<file path="src/rtl/uart_tx.sv">
// uart_tx: 8N1 UART transmitter with a small byte FIFO behind a valid/ready input
module uart_tx #(
    parameter int CLK_FREQ     = 12000000,
    parameter int BAUD         = 115200,
    parameter int CLKS_PER_BIT = CLK_FREQ / BAUD,
    parameter int FIFO_DEPTH   = 4
) (
    input  logic                          CLK,
    input  logic                          RESET,
    input  logic [7:0]                    in_data,
    input  logic                          in_valid,
    output logic                          in_ready,
    output logic                          TXD,
    output logic                          busy,
    output logic [$clog2(FIFO_DEPTH):0]   fifo_level
);
    localparam int AW = $clog2(FIFO_DEPTH);
    localparam int LW = AW + 1;
    localparam int CW = $clog2(CLKS_PER_BIT);
    localparam logic [CW-1:0] CNT_MAX = CW'(CLKS_PER_BIT - 1);

    typedef enum logic [1:0] {IDLE, START, DATA, STOP} state_t;

    state_t        state, state_d;
    logic [7:0]    mem [FIFO_DEPTH];
    logic [AW-1:0] wr_ptr, rd_ptr;
    logic [LW-1:0] level;
    logic [CW-1:0] cnt, cnt_d;
    logic [2:0]    idx, idx_d;
    logic [7:0]    shift_reg, shift_d;
    logic          txd_d, push, pop, bit_end, has_data;

    assign in_ready   = level != LW'(FIFO_DEPTH);
    assign fifo_level = level;
    assign busy       = (state != IDLE) || has_data;
    assign has_data   = level != '0;
    assign push       = in_valid && in_ready;
    assign bit_end    = cnt == CNT_MAX;

    always_comb begin
        state_d = state;
        cnt_d   = bit_end ? '0 : cnt + 1'b1;
        idx_d   = idx;
        shift_d = shift_reg;
        txd_d   = TXD;
        pop     = 1'b0;
        case (state)
            IDLE: begin
                cnt_d = '0;
                txd_d = 1'b1;
                if (has_data) begin
                    pop     = 1'b1;
                    state_d = START;
                    txd_d   = 1'b0;
                    shift_d = mem[rd_ptr];
                end
            end
            START: if (bit_end) begin
                state_d = DATA;
                idx_d   = '0;
                txd_d   = shift_reg[0];
            end
            DATA: if (bit_end) begin
                if (idx == 3'd7) begin
                    state_d = STOP;
                    txd_d   = 1'b1;
                end else begin
                    idx_d = idx + 3'd1;
                    txd_d = shift_reg[idx + 3'd1];
                end
            end
            STOP: if (bit_end) begin
                // chain straight into the next start bit so queued frames are contiguous
                if (has_data) begin
                    pop     = 1'b1;
                    state_d = START;
                    txd_d   = 1'b0;
                    shift_d = mem[rd_ptr];
                end else begin
                    state_d = IDLE;
                end
            end
            default: state_d = IDLE;
        endcase
    end

    always_ff @(posedge CLK) begin
        if (!RESET) begin
            state     <= IDLE;
            cnt       <= '0;
            idx       <= '0;
            shift_reg <= '0;
            TXD       <= 1'b1;
            wr_ptr    <= '0;
            rd_ptr    <= '0;
            level     <= '0;
        end else begin
            state     <= state_d;
            cnt       <= cnt_d;
            idx       <= idx_d;
            shift_reg <= shift_d;
            TXD       <= txd_d;
            wr_ptr    <= push ? wr_ptr + 1'b1 : wr_ptr;
            rd_ptr    <= pop ? rd_ptr + 1'b1 : rd_ptr;
            level     <= level + LW'(push) - LW'(pop);
        end
    end

    always_ff @(posedge CLK) begin
        if (push) mem[wr_ptr] <= in_data;
    end
endmodule

</file>
<file path="config.mk">
export PLATFORM = sky130hd
export DESIGN_NAME = uart_tx
export DESIGN_NICKNAME = d
export VERILOG_FILES = /design/src/rtl/uart_tx.sv
export SDC_FILE = /design/constraint.sdc
export NUM_CORES = 1
export LEC_CHECK = 0
export CORE_AREA = 2 2 82 84
export CTS_CLUSTER_DIAMETER = 50
export DETAILED_ROUTE_END_ITERATION = 8
export DIE_AREA = 0 0 84 86
export GPL_ROUTABILITY_DRIVEN = 0
export SETUP_SLACK_MARGIN = 0.02
export SYNTH_ARGS = -nofsm -noshare
export SYNTH_HDL_FRONTEND = slang
export SYNTH_SLANG_ARGS = --single-unit
</file>
<file path="constraint.sdc">
create_clock -name CLK -period 7.67 [get_ports CLK]
set_input_delay 0.767 -clock CLK [delete_from_list [all_inputs] [get_ports CLK]]
set_output_delay 0.767 -clock CLK [all_outputs]
set_load 0.01 [all_outputs]
</file>
# [Word-level counts from Yosys, hierarchy flattened]
# Memories as Yosys holds them, arrays and structs flattened. A register that Yosys moved wholly into a read port is not among the register bits.
# Cells that the tools add are included.
[word_totals] regBits=28 ram_bits=32 word_cells=72 n_memories=1 inputBits=11
[classes] n_eq_ne=13 bitwise_logic=1 reduce_logical=12 mux=30 order_cmp=1 n_addsub=6
[mem_list] memory="mem" depth=4 word_bits=8 rd=1 rd_ports_with_merged_regs=1 write_ports=1 line_no="25" source="logic [7:0] mem [FIFO_DEPTH];"
[ops] operator="8-bit 2-to-1 mux" count=2
[ops] operator="8-bit one-hot mux with 2 select lines" count=1
[ops] operator="2-bit 2-to-1 mux" count=7
[ops] operator="2-bit != test (second input constant)" count=7
[ops] operator="1-bit 2-to-1 mux" count=12
[ops] operator="3-bit 2-to-1 mux" count=3
[ops] operator="2-bit one-hot mux with 4 select lines" count=1
[ops] operator="4-bit AND reduction" count=2
[ops] operator="7-bit by 1-bit adder with 7-bit output (second input constant)" count=1
[ops] operator="7-bit == test (second input constant)" count=1
[ops] operator="3-bit one-hot mux with 2 select lines" count=1
[ops] operator="2-bit nonzero test" count=3
[ops] operator="5-bit AND reduction" count=1
[ops] operator="2-bit by 1-bit adder with 2-bit output (second input constant)" count=2
[ops] operator="2-bit == test (second input constant)" count=2
[ops] operator="3-bit by 4-bit less-than comparator with 1-bit output (second input constant)" count=1
[ops] operator="1-bit one-hot mux with 4 select lines" count=1
[ops] operator="3-bit by 1-bit adder with 3-bit output" count=1
[ops] operator="3-bit by 1-bit adder with 3-bit output (second input constant)" count=1
[ops] operator="1-bit binary-select mux with 3-bit select" count=1
[ops] operator="3-bit == test (second input constant)" count=1
[ops] operator="3-bit != test (second input constant)" count=1
[ops] operator="3-bit nonzero test" count=1
[ops] operator="3-bit OR reduction" count=1
[ops] operator="other kinds (8)" count=8

# [Longest topological paths before layout]
# Gate-level depths: netlist (run 1).
[logic_depth] depth_word=6 depth_mapped=12

# [Worst setup path after synthesis (run 1)]
# Ideal clock, no wire load.
[synth_timing] path_type="reg2reg" from="register cnt[0]" to="register level[2] (netlist: fifo_level[2])" path_buffers=1 slack_ns=5.211 period_less_slack_ns=2.459 t_arrival_ns=2.344 stages_incl_launch_ff=13 setup_time_ns=0.115 required_time_ns=7.555 cell_sequence="dfxtp_1 -> ha_1 -> and3_1 -> buf_6 -> a31oi_1 -> nor2_1 -> ha_1 -> inv_1 -> ha_1 -> fa_1 -> xnor2_1 -> xnor2_1 -> nor2_1"
[synth_between] elab_chain_len=4
[synth_lines] item="from (decl)" line_no="28" source="logic [CW-1:0] cnt, cnt_d;"
[synth_lines] item="from (signal assigned)" line_no="99" source="cnt <= cnt_d;"
[synth_lines] item="7-bit == test" line_no="38" source="assign bit_end = cnt == CNT_MAX;"
[synth_lines] item="1-bit 2-to-1 mux" line_no="72" source="STOP: if (bit_end) begin"
[synth_lines] item="1-bit one-hot mux with 2 select lines" line_no="47" source="case (state)"
[synth_lines] item="via pop" line_no="31" source="logic txd_d, push, pop, bit_end, has_data;"
[synth_lines] item="3-bit by 1-bit subtractor with 3-bit output" line_no="105" source="level <= level + LW'(push) - LW'(pop);"
[synth_lines] item="to (signal assigned)" line_no="105"
[synth_lines] item="to (decl)" line_no="27" source="logic [LW-1:0] level;"
# The timed path passes the listed nets, and every way through them passes these cells.
# A chain may end at the register's enable or synchronous reset.

# [Final worst setup path (run 1)]
# Same ends and word-level chain as after synthesis.

==> results of run 1 <==
-- area by class of cell --
| cell class | count | area, um^2 | area share |
|---|---|---|---|
| Inverter | 12 | 45.0 | 0.0142 |
| Clock inverter | 6 | 71.3 | 0.0225 |
| Clock buffer | 10 | 138 | 0.0435 |
| Tap cell | 77 | 96.3 | 0.0304 |
| Sequential cell | 62 | 1560 | 0.493 |
| Multi-Input combinational cell | 136 | 1090 | 0.345 |
| Timing Repair Buffer | 16 | 160 | 0.0506 |
-- per-layer routing --
layer	routed length, um	up-vias	GRT usage	share of wire
met2	2090	30	0.224	0.46
li1	-	839	-	-
met3	184	5	0.0481	0.040
met4	69	0	0.0660	0.015
met5	0	-	0	0
met1	2240	772	0.181	0.49
-- critical path, stage by stage (launching register included) --
cell	delay (ns)
dfxtp_1	0.33
ha_1	0.24
and3_1	0.27
a31oi_1	0.43
nor2_1	0.08
ha_1	0.29
inv_1	0.04
ha_1	0.18
fa_1	0.37
xnor2_1	0.17
xnor2_1	0.13
nor2_1	0.05
-- logic make-up after synthesis --
group | Yosys count | synth area share
buf+inv | 18 | 0.0341
xor+xnor | 8 | 0.0255
fa+ha+maj | 15 | 0.0710
compound gates | 39 | 0.0847
flops | 62 | 0.568
simple gates | 61 | 0.127
mux | 13 | 0.0893
-- metrics by stage --
step,worst slack (ns),util
floorplan,5.21,-
global placement,4.80,0.471
detailed placement,4.77,0.471
CTS,4.96,0.504
global route,4.70,0.504
finish,4.97,0.504
-- layout by cell type, fill, tap and decap left out, types with 2 or more instances in the layout --
cell type,instances
edfxtp_1,32
dfxtp_1,30
nor2_1,16
a21oi_1,16
clkdlybuf4s50_1,16
ha_1,14
inv_1,11
o21ai_0,11
nand3_1,11
clkbuf_8,10
mux4_2,9
nand2_1,7
and2_1,6
and3_1,5
xnor2_1,5
xor2_1,3
clkinv_4,3
or3b_1,2
a31oi_1,2
nand2b_1,2
nor2b_1,2
or3_1,2
o31ai_1,2
mux2i_1,2
nand3b_1,2
mux2_2,2
clkinvlp_4,2
-- power by group through the flow --
stage	Combinational [uW]	Sequential, uW	Clock, uW
CTS	362	467	301
global placement	360	473	0
detailed placement	360	474	0
global route	413	475	313
floorplan	288	450	0
finish	358	464	293
-- worst max-delay path by stage --
stage	endpoint	startpoint	cells past startpoint
floorplan	fifo_level[2]	cnt[0]	12
global placement	fifo_level[2]	in_valid	10
detailed placement	fifo_level[2]	in_valid	10
CTS	fifo_level[2]	cnt[0]	11
global route	fifo_level[2]	cnt[0]	11
finish	fifo_level[2]	cnt[0]	11
==> flow_metrics.py, run 1 <==
metrics = {
    "timing": {
        "period_needed_ns": 2.70,
        "period_share": 0.352,
        "setup_tns_ns": 0,
        "finalMaxSlewViolations": 0,
        "tightest_slew_ns": 0.785,
        "slew-limit-headroom": 0.472,
        "finalClockSkew_ns": 0.00960,
        "finalSetupViolCount": 0,
        "fmax_ghz": 0.371,
        "rsz0062_at_grt": "no",
        "finalHoldViolations": 0,
        "holdWs_ns": 0.469,
    },
    "synth": {
        "synth-seq-area-share": 0.568,
        "synth_nets": 242,
        "syn_avg_cell_area_um2": 12.7,
        "synth_largest_area_cell": "edfxtp_1",
        "synth-edff-count": 32,
        "syn_inst": 216,
        "ys_types": 43,
        "synth.area.top_cells": "edfxtp_1 35%, dfxtp_1 22%, mux4_2 7.4%, ha_1 6.4%, a21oi_1 2.9%",
        "yosysMostFrequentCell": "edfxtp_1",
        "yosys_warnings": 0,
        "netlist_area_um2": 2750,
        "async_reset_ff_frac": 0,
        "synthDominantCellAreaShare": 0.350,
        "yosys-top-cells-count": "32 x edfxtp_1, 30 x dfxtp_1, 16 x a21oi_1, 16 x nor2_1, 14 x ha_1",
        "synth_seq_cells": 62,
        "ys.flop_type": "edfxtp_1",
    },
    "route": {
        "postRouteAntennaNets": 0,
        "drc": 0,
        "wl_per_cell_um": 14.4,
        "drt_wl_total_mm": 4.59,
        "drt_first_pass_iters": 4,
        "first_iter_violations": 76,
        "post_drt_via_cell_ratio": 5.16,
        "vias": 1646,
    },
    "placed_design": {
        "io_buffers": 16,
        "place_inst": 303,
        "hpwl_mm": 3.11,
        "post_dp_cell_area_um2": 2960,
    },
    "critical_path": {
        "r2r-start": "cnt[0]",
        "cp-start-kind": "flip-flop",
        "r2r_slack_ns": 4.97,
        "arrival_ns": 2.91,
        "ff2ff_path_depth": 11,
        "reg2reg_to": "fifo_level[2]",
        "worstSetupEndpointType": "flip-flop",
        "crit_fanout": 8,
        "required_ns": 7.89,
        "worst-setup-path-type": "flip-flop to flip-flop",
    },
    "die": {
        "die_w_um": 84,
        "rows": 29,
        "die_area_um2": 7220,
        "core_um2": 6280,
        "start_util": 0.438,
        "chipHeight_um": 86,
        "num_io_pins": 17,
    },
    "global_route": {
        "track_usage": 0.143,
        "grt_max_degree": 19,
        "grt_pass1_wl_mm": 7.89,
        "antenna_found_initial": 0,
        "grt_overflow_total": 0,
        "grt_pass1_vias": 1681,
    },
    "layout": {
        "largest_register_ffs": 32,
        "diodes": 0,
        "stdcell_count": 319,
        "postLayoutCellArea_um2": 3160,
        "nNetsFinal": 263,
        "drive_above_1_share": 0.128,
        "area_growth_pct": 15.2,
        "n_fill_cell": 545,
    },
    "clock_network": {
        "cts_root_buf": "clkbuf_8",
        "cts.clk_slew.worst_paths_ns": 0.07,
        "cts.sinks": 62,
        "clock_latency_ns": 0.34,
        "hold_buffers": 0,
        "ctsResizeCount": 0,
        "max-clock-path-buffers": 2,
        "cts_tree": "yes",
        "cts_buffers": 9,
        "post-cts-setup-buffers": 0,
        "cts_max_level": 3,
    },
    "hold_path": {
        "holdPathEnd": "cnt[0]",
        "hold_depth": 1,
        "min_from": "cnt[0]",
        "hold_class": "flip-flop to flip-flop",
    },
    "power": {
        "p_per_area_nw_per_um2": 352,
        "comb_power_share": 0.321,
        "p_sw_uw": 365,
        "leakagePower_uw": 0.00114,
        "totalPowerFinal_uw": 1110,
        "power.internal_uw": 750,
        "power.share.clock": 0.263,
        "peakVddDrop_mv": 0.161,
        "sw_frac_of_total": 0.327,
        "seqPwrFrac": 0.417,
    },
    "run": {
        "maxCapViolCount": 0,
    },
    "outcome": {
        "outcome": "finished, final reports clean",
    },
}
Power figures use the tool's default switching activity.
==> inputs of run 2 (changes only) <==
==> constraint.sdc (replaced) <==
create_clock -name CLK -period 2.6 [get_ports CLK]
set_input_delay 0.26 -clock CLK [delete_from_list [all_inputs] [get_ports CLK]]
set_output_delay 0.26 -clock CLK [all_outputs]
set_load 0.01 [all_outputs]
==> run 2 against run 1 <==
Effect of this change:
- via count shrank 0.30%
- routed wire length shrank 1.9%
- first-iteration DRC count is 9.2% higher
- critical endpoint unchanged
==> flow_metrics.py, run 2 (same netlist as run 1, synthesis figures left out) <==
metrics = {
    "outcome": {
        "outcome": "finished, final reports clean",
    },
    "layout": {
        "final_common_cell": "edfxtp_1",
        "drive_above_1_share": 0.134,
        "area_growth_pct": 15.5,
        "final_cell_mix": "32 x edfxtp_1, 30 x dfxtp_1, 16 x nor2_1, 16 x a21oi_1, 16 x clkdlybuf4s50_1",
        "seqCellArea_um2": 1560,
        "post-route-util": 0.506,
        "nNetsFinal": 267,
        "largest_register_ffs": 32,
        "multiInputGateArea_um2": 1100,
        "n_fill_cell": 553,
        "diodes": 0,
    },
    "die": {
        "chipHeight_um": 86,
        "die_area_um2": 7220,
        "core_um2": 6280,
        "start_util": 0.438,
        "rows": 29,
        "die_w_um": 84,
        "num_io_pins": 17,
    },
    "route": {
        "drc": 0,
        "post_drt_via_cell_ratio": 5.08,
        "drt_wl_total_mm": 4.50,
        "postRouteAntennaNets": 0,
        "drt_first_pass_iters": 4,
        "vias": 1641,
        "first_iter_violations": 83,
        "wl_per_cell_um": 13.9,
    },
    "power": {
        "power.internal_uw": 2210,
        "totalPowerFinal_uw": 3250,
        "sw_frac_of_total": 0.320,
        "seqPwrFrac": 0.418,
        "leakagePower_uw": 0.00115,
        "power.share.clock": 0.244,
        "p_sw_uw": 1040,
        "comb_power_share": 0.337,
        "p_per_area_nw_per_um2": 1030,
        "peakVddDrop_mv": 0.506,
    },
    "global_route": {
        "antenna_found_initial": 0,
        "grtUsageMet1": 0.183,
        "grt_use_met2": 0.213,
        "grt_pass1_wl_mm": 7.91,
        "grt_max_degree": 19,
        "grt_pass1_vias": 1624,
        "track_usage": 0.143,
        "grt-busiest-layer": "met2",
        "grt_overflow_total": 0,
        "grt_use_met3": 0.0606,
    },
    "critical_path": {
        "required_ns": 2.81,
        "worstSetupEndpointType": "flip-flop",
        "critPathMaxStageDelay_ns": 0.37,
        "reg2reg_to": "fifo_level[2]",
        "cp-start-kind": "flip-flop",
        "worst_path_max_delay_cell": "fa_1",
        "endpoint": "fifo_level[2]",
        "r2r_slack_ns": 0.22,
        "arrival_ns": 2.59,
        "crit_path_start": "cnt[0]",
        "crit_fanout": 3,
        "ff2ff_path_depth": 11,
        "r2r-start": "cnt[0]",
        "crit_top_cell": "ha_1",
        "crit_chain": "ha_1, and3_1, a31oi_2, nor2_1, ha_1, inv_1, ha_1, fa_1, xnor2_1, xnor2_1, nor2_1",
        "worst-setup-path-type": "flip-flop to flip-flop",
    },
    "timing": {
        "finalClockSkew_ns": 0.00866,
        "period_share": 0.915,
        "setup_tns_ns": 0,
        "period_needed_ns": 2.38,
        "slew-limit-headroom": 0.474,
        "finalHoldViolations": 0,
        "fmax_ghz": 0.420,
        "finalSetupViolCount": 0,
        "rsz0062_at_grt": "no",
        "tightest_slew_ns": 0.782,
        "finalMaxSlewViolations": 0,
    },
    "hold_path": {
        "hold_class": "flip-flop to flip-flop",
    },
    "clock_network": {
        "cts.sinks": 62,
        "cts_buffers": 9,
        "cts_tree": "yes",
        "cts_max_level": 3,
        "clock_latency_ns": 0.34,
        "cts.clk_slew.worst_paths_ns": 0.07,
        "cts_root_buf": "clkbuf_8",
        "max-clock-path-buffers": 2,
    },
    "placed_design": {
        "hpwl_mm": 3.22,
        "io_buffers": 16,
    },
    "run": {
        "maxCapViolCount": 0,
    },
}
## run 2: cell types whose count changed in the layout (fill, tap and decap cells not counted), sizes merged
cell,change
clkinvlp,-1
clkbuf,+1
buf,+4
## run 2: how the worst min path moves through the flow
stage                       from     end  cells past startpoint
final                     cnt[0]  cnt[0]                      1
after global routing      cnt[0]  cnt[0]                      1
after CTS                 cnt[0]  cnt[0]                      1
after detailed placement  cnt[0]  cnt[0]                      1
after global placement    cnt[0]  cnt[0]                      1
after floorplan            RESET     TXD                      1
## run 2: final cells by class
| type | count | share of cell area |
|---|---|---|
| clock inverter | 5 | 0.0162 |
| inverter | 12 | 0.0142 |
| timing repair buffer | 20 | 0.0599 |
| sequential | 62 | 0.492 |
| tap | 77 | 0.0304 |
| clock buffer | 11 | 0.0414 |
| multi-input combinational | 136 | 0.346 |
## run 2: critical path, delay by kind of cell, from the launching register on
kind / cells / cell delay, ns
simple gates: 3 / 0.33
xor+xnor: 2 / 0.32
flops: 1 / 0.32
compound gates: 1 / 0.21
buf+inv: 1 / 0.04
fa+ha+maj: 4 / 1.05
## run 2: layer usage
layer | up-vias | share of wire
met5 | - | 0
met4 | 0 | 0.020
met3 | 8 | 0.042
met2 | 21 | 0.44
met1 | 765 | 0.50
li1 | 847 | -
## run 2: stage by stage
step / setup slack, ns / std cells / instance area [um^2] / hold WS (ns)
after floorplan: 0.141 / 216 / 2750 / 0.338
after global placement: 0.190 / 307 / 2990 / 0.429
after detailed placement: 0.169 / 307 / 2990 / 0.443
after CTS: 0.142 / 323 / 3170 / 0.454
after global routing: 0.0712 / 323 / 3170 / 0.492
final: 0.221 / 323 / 3170 / 0.449
## run 2: repair_timing
action	CTS	global route
hold endpoints to repair	0	0
resized for setup	0	1
buffers inserted	0	0
setup endpoints to repair	0	1
hold buffers	0	0
## run 2: power groups by stage
stage	logic, uW	clock network [uW]	registers (uW)
CTS	1100	819	1370
finish	1100	795	1360
detailed placement	1100	0	1390
global placement	1090	0	1390
global route	1250	866	1400
floorplan	850	0	1330
==> inputs of run 3 (changes only) <==
--- a/config.mk
+++ b/config.mk
@@ -7,6 +7,7 @@
 export LEC_CHECK = 0
 export CORE_AREA = 2 2 82 84
 export CTS_CLUSTER_DIAMETER = 50
+export CTS_CLUSTER_SIZE = 10
 export DETAILED_ROUTE_END_ITERATION = 8
 export DIE_AREA = 0 0 84 86
 export GPL_ROUTABILITY_DRIVEN = 0
@@ -14,3 +15,4 @@
 export SYNTH_ARGS = -nofsm -noshare
 export SYNTH_HDL_FRONTEND = slang
 export SYNTH_SLANG_ARGS = --single-unit
+export TNS_END_PERCENT = 20
==> results of run 3 <==
Final layout, timing and power as in run 2 (identical DEF).
